<file path="config.mk">
export PLATFORM = sky130hd
export DESIGN_NAME = ccff_bitstream_loader
export DESIGN_NICKNAME = d
export VERILOG_FILES = /design/src/rtl/ccff_pkg.sv /design/src/rtl/ccff_word_serializer.sv /design/src/rtl/ccff_bitstream_loader.sv
export SDC_FILE = /design/constraint.sdc
export NUM_CORES = 1
export LEC_CHECK = 0
export BUFFER_PORTS_ARGS = -buffer_cell sky130_fd_sc_hd__buf_2
export CORE_MARGIN = 3
export CORE_UTILIZATION = 35
export DETAILED_ROUTE_END_ITERATION = 10
export GPL_ROUTABILITY_DRIVEN = 0
export SLEW_MARGIN = 20
export SYNTH_ARGS = -nofsm -noshare
export SYNTH_HDL_FRONTEND = slang
export SYNTH_HIERARCHICAL = 1
export SYNTH_SLANG_ARGS = --single-unit
export TNS_END_PERCENT = 5
</file>
<file path="constraint.sdc">
create_clock -name prog_clk -period 1.8 [get_ports prog_clk]
set_input_delay 0.18 -clock prog_clk [delete_from_list [all_inputs] [get_ports prog_clk]]
set_output_delay 0.18 -clock prog_clk [all_outputs]
set_load 0.005 [all_outputs]
</file>
<file path="src/rtl/ccff_pkg.sv">
// Shared types and helpers for the configuration-chain bitstream loader.
package ccff_pkg;

  typedef enum logic [1:0] {
    IDLE = 2'd0,
    LOAD = 2'd1,
    DONE = 2'd2
  } ccff_state_t;

  localparam int CCFF_SB_1__0_LEN = 46;

  function automatic int ccff_words(input int len, input int w);
    return (len + w - 1) / w;
  endfunction

endpackage

</file>
<file path="src/rtl/ccff_word_serializer.sv">
// Word register and bit serializer feeding ccff_head; one bit per cycle,
// refilled in the cycle its last bit goes out so back-to-back words have no gap.
module ccff_word_serializer #(
  parameter int WORD_W = 8
) (
  input  logic              prog_clk,
  input  logic              pReset,
  input  logic              enable_i,
  input  logic              room_i,
  input  logic              last_shift_i,
  input  logic [WORD_W-1:0] s_data_i,
  input  logic              s_valid_i,
  output logic              s_ready_o,
  output logic              ccff_head_o,
  output logic              chain_shift_en_o
);

  localparam int IDX_W = (WORD_W > 1) ? $clog2(WORD_W) : 1;
  localparam logic [IDX_W-1:0] IDX_LAST = IDX_W'(WORD_W - 1);

  logic [WORD_W-1:0] word_q, word_d;
  logic [IDX_W-1:0]  idx_q, idx_d, idx_nxt;
  logic              head_q, head_d;
  logic              shift_q, shift_d;
  logic              last_bit, accept;

  // shift_q doubles as "a buffered bit is being presented this cycle"
  assign last_bit  = shift_q && (idx_q == IDX_LAST);
  assign s_ready_o = enable_i && room_i && (!shift_q || last_bit);
  assign accept    = s_valid_i && s_ready_o;
  assign idx_nxt   = idx_q + 1'b1;

  always_comb begin
    word_d  = word_q;
    idx_d   = idx_q;
    head_d  = 1'b0;
    shift_d = 1'b0;
    if (!enable_i || last_shift_i) begin
      word_d = '0;
      idx_d  = '0;
    end else if (accept) begin
      word_d  = s_data_i;
      idx_d   = '0;
      head_d  = s_data_i[0];
      shift_d = 1'b1;
    end else if (shift_q && !last_bit) begin
      idx_d   = idx_nxt;
      head_d  = word_q[idx_nxt];
      shift_d = 1'b1;
    end
  end

  always_ff @(posedge prog_clk or negedge pReset) begin
    if (!pReset) begin
      word_q  <= '0;
      idx_q   <= '0;
      head_q  <= 1'b0;
      shift_q <= 1'b0;
    end else begin
      word_q  <= word_d;
      idx_q   <= idx_d;
      head_q  <= head_d;
      shift_q <= shift_d;
    end
  end

  assign ccff_head_o      = head_q;
  assign chain_shift_en_o = shift_q;

endmodule

</file>
<file path="src/rtl/ccff_bitstream_loader.sv">
// Loads a configuration chain from host words and counts ones read back on ccff_tail.
//   state | meaning
//   IDLE  | waiting for start, chain held
//   LOAD  | accepting words and shifting the chain
//   DONE  | CHAIN_LEN bits shifted, tail_ones valid
module ccff_bitstream_loader
  import ccff_pkg::*;
#(
  parameter int CHAIN_LEN = CCFF_SB_1__0_LEN,
  parameter int WORD_W    = 8,
  parameter int CNT_W     = $clog2(CHAIN_LEN + 1)
) (
  input  logic              prog_clk,
  input  logic              pReset,
  input  logic              start,
  input  logic              abort,
  input  logic [WORD_W-1:0] s_data,
  input  logic              s_valid,
  output logic              s_ready,
  output logic              ccff_head,
  output logic              chain_shift_en,
  input  logic              ccff_tail,
  output logic              busy,
  output logic              done,
  output logic [CNT_W-1:0]  tail_ones
);

  localparam int N_WORDS = ccff_words(CHAIN_LEN, WORD_W);
  localparam int WA_W    = $clog2(N_WORDS + 1);
  localparam logic [CNT_W-1:0] CNT_LAST = CNT_W'(CHAIN_LEN - 1);
  localparam logic [CNT_W-1:0] CNT_FULL = CNT_W'(CHAIN_LEN);
  localparam logic [WA_W-1:0]  WA_MAX   = WA_W'(N_WORDS);

  ccff_state_t      state_q, state_d;
  logic [CNT_W-1:0] bit_cnt_q, bit_cnt_d;
  logic [CNT_W-1:0] tail_q, tail_d;
  logic [WA_W-1:0]  words_q, words_d;
  logic             enable, room, last_shift, clear;

  assign enable     = (state_q == LOAD) && !abort;
  assign room       = words_q < WA_MAX;
  assign last_shift = chain_shift_en && (bit_cnt_q == CNT_LAST);
  assign clear      = start && !abort && (state_q != LOAD);

  ccff_word_serializer #(.WORD_W(WORD_W)) u_ser (
    .prog_clk         (prog_clk),
    .pReset           (pReset),
    .enable_i         (enable),
    .room_i           (room),
    .last_shift_i     (last_shift),
    .s_data_i         (s_data),
    .s_valid_i        (s_valid),
    .s_ready_o        (s_ready),
    .ccff_head_o      (ccff_head),
    .chain_shift_en_o (chain_shift_en)
  );

  always_comb begin
    state_d   = state_q;
    bit_cnt_d = bit_cnt_q;
    tail_d    = tail_q;
    words_d   = words_q;
    case (state_q)
      IDLE:    if (start) state_d = LOAD;
      LOAD:    if (last_shift) state_d = DONE;
      DONE:    if (start) state_d = LOAD;
      default: state_d = IDLE;
    endcase
    if (abort) state_d = IDLE;
    // tail is sampled only while the gated chain clock is enabled
    if (chain_shift_en && (bit_cnt_q != CNT_FULL)) begin
      bit_cnt_d = bit_cnt_q + 1'b1;
      tail_d    = tail_q + CNT_W'(ccff_tail);
    end
    if (s_valid && s_ready) words_d = words_q + 1'b1;
    if (clear) begin
      bit_cnt_d = '0;
      tail_d    = '0;
      words_d   = '0;
    end
  end

  always_ff @(posedge prog_clk or negedge pReset) begin
    if (!pReset) begin
      state_q   <= IDLE;
      bit_cnt_q <= '0;
      tail_q    <= '0;
      words_q   <= '0;
    end else begin
      state_q   <= state_d;
      bit_cnt_q <= bit_cnt_d;
      tail_q    <= tail_d;
      words_q   <= words_d;
    end
  end

  assign busy      = (state_q == LOAD);
  assign done      = (state_q == DONE);
  assign tail_ones = tail_q;

endmodule
</file>
After elaboration in Yosys (flattened, before gate mapping)
Index checks and enable logic that the tools add are counted.

word-level totals
  flip-flop bits (word level) = 30
  bits of input ports = 14
  output and inout port bits = 11
  logic and storage cells = 68

cells by class
  add/sub/neg operators = 4
  $lt $le $gt $ge = 2
  equality and inequality tests = 8
  mux-type cells = 23
  reductions and logical operators = 23

operators with widths
  cell                 number
  $mux 6               4
  $mux 8               2
  $mux 3               5
  $logic_and 1x1->1    10
  $mux 1               7
  $add 3x1->3 const B  2
  $add 6x1->6          1
  $add 6x1->6 const B  1
  $eq 6x6->1 const B   1
  $mux 2               3
  $ne 6x6->1 const B   1
  $reduce_bool 2->1    3
  $logic_not 1->1      4
  $lt 3x4->1 const B   1
  $pmux 2 s2           1
  $bmux 1 s3           1
  $eq 3x3->1 const B   1
  $lt 3x3->1 const B   1
  $ne 3x1->1 const B   1
  $ne 3x2->1 const B   1
  $reduce_bool 3->1    1
  $eq 2x1->1 const B   1
  $eq 2x2->1 const B   1
  $logic_not 2->1      1
  4 further kinds      5

Longest topological paths before layout
Gate-level depths: netlist (run 1).

  depth after elaboration = 7
  gate-level depth with buffers = 7
  gate-level depth less buffers = 7

Cells and area by module
Netlist (run 1), hierarchy kept.

by module, submodules not included
  module                 instances  cells each  area each (µm²)  seq. area each (µm²)
  ccff_bitstream_loader  1          91          932.1            425.4
  ccff_word_serializer   1          45          600.6            325.3

Worst setup path before layout (run 1)
OpenSTA, ideal clock, no wires.

  kind = reg-to-reg
  start point = register u_ser.shift_q (netlist: u_ser/chain_shift_en_o)
  end point = register u_ser.shift_q (netlist: u_ser/chain_shift_en_o)
  setup time = 0.127 ns
  arrival time = 1.729 ns
  required time = 1.673 ns
  setup slack = -0.056 ns
  cell stages (with the launch flop) = 7
  buffers on the path = 1
  period minus slack after synthesis = 1.856 ns
  path through = dfrtp_1 > and3_1 > and4b_2 > nand2b_1 > and4bb_2 > buf_6 > or2_2

between the ends
  elaborated cells between the ends (all ways) = 12
  classes of those cells = 3 x mux; 9 x reduce/logical

RTL lines
  item                     line                         RTL
  start, declared          ccff_word_serializer.sv:24   logic shift_q, shift_d;
  start signal, assigned   ccff_word_serializer.sv:63   shift_q <= shift_d;
  $logic_and 1x1->1        ccff_bitstream_loader.sv:42  assign last_shift = chain_shift_en && (bit_cnt_q == CNT_LAST);
  named net last_shift     ccff_bitstream_loader.sv:38  logic enable, room, last_shift, clear;
  $logic_or 1x1->1         ccff_word_serializer.sv:38   if (!enable_i || last_shift_i) begin
  $mux 1                   ccff_word_serializer.sv:38
  named net u_ser.shift_d  ccff_word_serializer.sv:24

The timed path passes the listed nets, and every way through them passes these cells.
A chain may end at the register's enable or synchronous reset.

Final worst setup path (run 1)
  start point = register u_ser.idx_q[0]
  end point = register u_ser.shift_q (netlist: u_ser/chain_shift_en_o)

between the ends
  longest elaborated chain between the ends = 7
  elaborated cells between the ends (all ways) = 10
  classes of those cells = 1 x eq/ne; 3 x mux; 6 x reduce/logical

RTL lines
  item                                                 line                                                    RTL
  start, declared                                      ccff_word_serializer.sv:22                              logic [IDX_W-1:0] idx_q, idx_d, idx_nxt;
  start signal, assigned                               ccff_word_serializer.sv:61                              idx_q <= idx_d;
  $eq 3x3->1 (*)                                       ccff_word_serializer.sv:28                              assign last_bit = shift_q && (idx_q == IDX_LAST);
  $logic_and 1x1->1 (*)                                ccff_word_serializer.sv:28
  $logic_not 1->1 or $logic_or 1x1->1 (tied branches)  ccff_word_serializer.sv:46, ccff_word_serializer.sv:29
  $logic_and 1x1->1, on equally long branches          ccff_word_serializer.sv:46, ccff_word_serializer.sv:29
  $mux 1 or $logic_and 1x1->1 (tied branches)          ccff_word_serializer.sv:46, ccff_word_serializer.sv:30
  $mux 1 (*)                                           ccff_word_serializer.sv:41                              end else if (accept) begin
  $mux 1 (*)                                           ccff_word_serializer.sv:38
  named net u_ser.shift_d                              ccff_word_serializer.sv:24

Mark *: on every way through the listed nets, which the timed path passes. The rest lies on a longest branch.

==> impl_metrics.csv, run 1 <==
group,metric,value,unit
finish,n_antenna_cell,0,
floorplan,ios,25,
logic_synthesis,synthesis.nets,158,
sta,slew_headroom,55.3,%
power_and_ir_drop,p_leak,0.918,nW
place,preCtsSetupSlack,51.4,ps
critical_path,crit_required,1960,ps
critical_path,cp_max_fo,10,
grt,use_met2,24.0,%
power_and_ir_drop,ir_drop,457,uV
status,status,"completed",
routing,wl,3.30,mm
clock_tree,path_clk_slew,60,ps
clock_tree,clock-sinks,30,
logic_synthesis,synth_ff_type,"dfrtp_1",
critical_path,endpoint_kind,"register",
place,port_buffers,24,
logic_synthesis,synthArstFlopShare,100,%
sta,rsz0062_at_grt,"true",
logic_synthesis,syn_avg_cell_area,11.3,sq um
routing,drc_errors,0,
grt,grt_max_degree,31,
floorplan,die_w,72.2,microns
grt,grt.busiest_layer,"met2",
routing,route.vias.total,1189,
logic_synthesis,syn_area,1530,sq um
sta,tightestPinTransition,671,ps
grt,grt_pass1_wl,5.78,mm
sta,min_period,1740,ps
finish,drive_above_1_share,31.3,%
logic_synthesis,ys_types,39,
sta,setup_tns,0,ps
sta,setup_slack,64.8,ps
logic_synthesis,synth_edf_count,0,
finish,multiInputGateArea,763,sq um
power_and_ir_drop,power.density,761,nW/um^2
routing,wire_per_inst,14.6,microns
sta,post-route-period-util,96.4,%
logic_synthesis,synth.top_cells.by_area,"dfrtp_1, ha_1, a22o_1, nor2_1, mux2i_1",
critical_path,crit_start,"u_ser/idx_q[0]",
finish,n_fill_cell,395,
min_path,hp-start,"abort",
sta,final.setup_skew,2.46,ps
clock_tree,numCtsBuffers,5,
logic_synthesis,synth-seq-area-share,49.0,%
grt,grtUsageTotal,14.4,%
sta,hold_viol_final,0,
sta,finalSetupViolations,0,
grt,antenna_found_initial,0,
power_and_ir_drop,p_total,0.00143,W
critical_path,startpoint_type,"register",
place,dp_cells,218,
routing,drt_iter0_drc,57,
finish,instances_no_fill,226,
clock_tree,cts.htree.levels,2,
flow_run,max-cap-violations,0,
floorplan,dieArea,5210,sq um
floorplan,num_rows,23,
routing,viasPerCell,5.26,
clock_tree,cts_setup_buffers,0,
logic_synthesis,yosysWarnings,6,
critical_path,worstSetupPathType,"register to register",
clock_tree,insertion_delay,280,ps
clock_tree,cts_tree,"yes",
routing,first_pass_iters,4,
grt,gr-total-overflow,0,
finish,nNetsFinal,198,
clock_tree,cts.path.max_buffers,2,
logic_synthesis,netlist_top_cells_count,"dfrtp_1, nor2_1, a22o_1",
floorplan,die_y,72.2,microns
floorplan,core_area,4120,sq um
sta,drv_slew,0,
logic_synthesis,synth_top_area_cell,"dfrtp_1",
finish,seqCellArea,752,sq um
finish,syn2layout_area_growth,23.0,%
logic_synthesis,syn_inst,136,
min_path,hp-class,"input pin to register",
logic_synthesis,synth_top_area_share,49.0,%
logic_synthesis,yosysMostFrequentCell,"dfrtp_1",
clock_tree,cts_root_buffer,"clkbuf_8",
grt,grtUsageMet1,16.8,%
place,dp_hpwl,2.47,mm
grt,grt_pass1_vias,1277,
critical_path,cp.arrival,1900,ps
grt,grtUsageMet3,3.74,%
sta,fmax,576,MHz
logic_synthesis,synth_seq_cells,30,
routing,ant_nets,0,
floorplan,start_util,37.2,%
critical_path,crit-reg2reg-launch,"u_ser/idx_q[0]",
state kept, by name (all words and copies together) (netlist names):
signal                  cells
u_ser/word_q                8
bit_cnt_q                   6
tail_ones                   6
u_ser/idx_q                 3
words_q                     3
state_q                     2
u_ser/ccff_head_o           1
u_ser/chain_shift_en_o      1
final timing paths:
path / endpoint / slack [ps] / depth (start not counted)
min: state_q[1] / 120 / 2
max: u_ser/chain_shift_en_o / 60 / 5
max in group asynchronous: u_ser/chain_shift_en_o / 850 / 2
min reg2reg: u_ser/word_q[4] / 500 / 1
max reg2reg: u_ser/chain_shift_en_o / 60 / 5
min in group asynchronous: tail_ones[5] / 470 / 2
routing by layer:
metal  wire length (microns)  vias up
li1                        -      572
met1                    1380      578
met2                    1710       30
met3                     144        9
met4                      68        0
met5                       0        -
cells by family (layout without fill, tap and decap cells):
family,count (synthesis),count (layout),synth area share [%]
AOI/OAI and AO/OA,29,29,15.4
buffers and inverters,9,49,2.78
adders and majority gates,8,8,6.53
muxes,6,6,4.82
DFF,30,30,49.0
and+or+nand+nor,47,47,17.5
xor gates and xnor gates,7,7,4.00
placed cells by master, fill, tap and decap left out, types with 2 or more instances in the layout:
cell type / count
dfrtp_1: 29
buf_2: 24
nor2_1: 14
buf_4: 10
a22o_1: 10
ha_1: 8
inv_1: 7
nand2_1: 7
a21oi_1: 6
clkbuf_8: 5
mux2i_1: 4
nand4_1: 4
xnor2_1: 4
nand2b_1: 3
nor2b_1: 3
nand3_1: 3
xor2_1: 3
nor3_1: 2
a211oi_1: 2
a211oi_2: 2
clkbuf_1: 2
report_power, final:
part | internal, W | switching, W
logic | 0.0000925 | 0.000113
registers | 0.000706 | 0.0000214
clock network | 0.000265 | 0.000236
cell type report:
type | instances | share of cell area, %
Inverter | 7 | 1.39
Multi-Input combinational cell | 97 | 40.5
Tap cell | 50 | 3.32
Sequential cell | 30 | 39.9
Timing Repair Buffer | 35 | 10.9
Clock buffer | 7 | 4.05
critical path: stages, from the launching register on:
cell	delay, ps
dfrtp_1	380
ha_1	200
ha_1	190
nor2b_1	200
and4bb_2	330
or2_2	310
through the flow:
step	utilization, %	area (sq um)	hold WS, ps
global route	45.8	1890	128
global placement	43.1	1780	244
CTS	45.4	1870	112
detailed placement	43.1	1780	261
finish	45.8	1890	123
floorplan	-	1530	-116
repair_timing:
action                                  in CTS  in global routing
gates resized for setup                      1                  3
endpoints found under the hold margin       30                  0
endpoints found under the setup margin       1                  5
hold buffers                                 1                  0
Note: power is estimated with default switching activity, not from simulation.
==> inputs of run 2 (changes only) <==
==> constraint.sdc (replaced) <==
create_clock -name prog_clk -period 1.93 [get_ports prog_clk]
set_input_delay 0.193 -clock prog_clk [delete_from_list [all_inputs] [get_ports prog_clk]]
set_output_delay 0.193 -clock prog_clk [all_outputs]
set_load 0.005 [all_outputs]
==> impl_metrics.csv, run 2 (synthesis results as in run 1) <==
group,metric,value,unit
clock_tree,path_clk_slew,60,ps
routing,top_layer_used,"met4",
finish,top_register,"u_ser/word_q",
floorplan,num_rows,23,
floorplan,die_w,72.2,microns
routing,route.vias.total,1144,
power_and_ir_drop,power.density,733,nW/um^2
sta,finalSetupViolations,0,
place,placed_area,1740,sq um
routing,met3_length,159,microns
power_and_ir_drop,p_total,0.00136,W
clock_tree,cts.htree.levels,2,
finish,n_fill_cell,387,
power_and_ir_drop,combPwrFrac,11.7,%
clock_tree,numCtsBuffers,5,
critical_path,worstSetupPathType,"register to primary output",
grt,grt_max_degree,31,
sta,drv_slew,0,
routing,viasPerCell,5.13,
finish,final_area,1850,sq um
critical_path,endpoint_kind,"primary output",
finish,largest_reg_flops,8,
sta,post-route-period-util,95.2,%
sta,rsz0062_at_grt,"false",
sta,fmax,544,MHz
flow_run,max-cap-violations,0,
critical_path,critPathMaxStageDelay,380,ps
routing,wl_met1,1.33,mm
clock_tree,cts_setup_buffers,0,
critical_path,crit_family,"simple AND/OR/NAND/NOR gates",
power_and_ir_drop,p_clk_share,37.6,%
min_path,hp-class,"input pin to register",
critical_path,cp.arrival,1640,ps
floorplan,die_y,72.2,microns
clock_tree,clock-sinks,30,
status,status,"completed",
finish,drive_above_1_share,28.3,%
power_and_ir_drop,internal_power,0.00102,W
floorplan,ios,25,
grt,gr-total-overflow,0,
critical_path,worst-path-buf-inv,1,
routing,ant_nets,0,
critical_path,critPathMostFrequentCell,"ha_1",
finish,nNetsFinal,194,
floorplan,core_area,4120,sq um
sta,fin_worst_hold_slack,134,ps
power_and_ir_drop,p_leak,0.908,nW
sta,hold_viol_final,0,
routing,wire_per_inst,13.8,microns
power_and_ir_drop,p_sw,0.000341,W
routing,wl_met2,1.53,mm
routing,drc_errors,0,
floorplan,dieArea,5210,sq um
routing,wl,3.07,mm
power_and_ir_drop,p_seq_share,50.8,%
grt,antenna_found_initial,0,
clock_tree,cts_root_buffer,"clkbuf_8",
critical_path,crit_required,1740,ps
finish,n_antenna_cell,0,
clock_tree,insertion_delay,280,ps
routing,drt_iter0_drc,67,
clock_tree,cts.path.max_buffers,2,
grt,grt_pass1_wl,5.33,mm
floorplan,start_util,37.2,%
clock_tree,cts_tree,"yes",
sta,setup_tns,0,ps
place,port_buffers,24,
critical_path,cp_max_fo,4,
grt,grtUsageTotal,13.0,%
finish,final_cell_mix,"dfrtp_1, buf_2, nor2_1",
sta,tightestPinTransition,680,ps
sta,final.setup_skew,8.02,ps
critical_path,cpMaxStageDelayCell,"dfrtp_1",
sta,min_period,1840,ps
sta,slew_headroom,54.7,%
finish,final_common_cell,"dfrtp_1",
critical_path,cp_cell_sequence,"ha_1 -> ha_1 -> nand2b_1 -> and3_1 -> buf_2",
grt,grt_pass1_vias,1197,
routing,first_pass_iters,4,
power_and_ir_drop,swShare,25.1,%
power_and_ir_drop,ir_drop,362,uV
finish,syn2layout_area_growth,20.7,%
place,dp_hpwl,2.30,mm
critical_path,startpoint_type,"register",
run 2: through the flow:
step	setup WS [ps]	cells	util, %
global route	13.3	223	45.0
floorplan	73.5	136	-
CTS	68.3	223	44.8
detailed placement	109	214	42.4
global placement	201	214	42.4
finish	92.8	223	45.0
run 2: cell type report:
type | instances | area [sq um] | share of cell area [%]
Tap cell | 50 | 62.6 | 3.38
Sequential cell | 30 | 751 | 40.6
Clock inverter | 1 | 5.00 | 0.270
Multi-Input combinational cell | 97 | 744 | 40.2
Inverter | 7 | 26.3 | 1.42
Clock buffer | 7 | 86.3 | 4.67
Timing Repair Buffer | 31 | 175 | 9.47
run 2: power by group through the flow:
stage	Sequential, W	Clock, W	Combinational (W)
after floorplan	0.000696	0	0.0000950
after global placement	0.000697	0	0.000153
after detailed placement	0.000701	0	0.000159
after CTS	0.000689	0.000532	0.000161
after global routing	0.000695	0.000551	0.000182
final	0.000689	0.000510	0.000158
run 2: path summary, 6_finish.rpt:
| check | cells past startpoint | slack (ps) | startpoint | to |
|---|---|---|---|---|
| setup / recovery | 5 | 90 | u_ser/idx_q[0] | s_ready |
| hold / removal | 2 | 130 | abort | state_q[1] |
| setup reg to reg | 5 | 160 | bit_cnt_q[2] | u_ser/chain_shift_en_o |
| hold reg to reg | 1 | 490 | u_ser/word_q[7] | u_ser/word_q[7] |
| max in group asynchronous | 2 | 1000 | pReset | words_q[2] |
| min in group asynchronous | 2 | 480 | pReset | bit_cnt_q[3] |
run 2: worst reg2reg max path: cells and delay by family, from the launching register on:
kind / cells / cell delay [ps]
DFF: 1 / 430
and+or+nand+nor: 5 / 1230
run 2: per-layer routing:
metal / vias up / track usage (%)
met3: 8 / 3.74
met4: 0 / 5.01
met1: 545 / 14.8
met2: 27 / 23.1
li1: 564 / -
met5: - / 0
run 2: timing repair:
item,CTS,global route
resized for setup,0,1
endpoints found under the hold margin,30,0
setup endpoints to repair,0,3
hold buffers,1,0
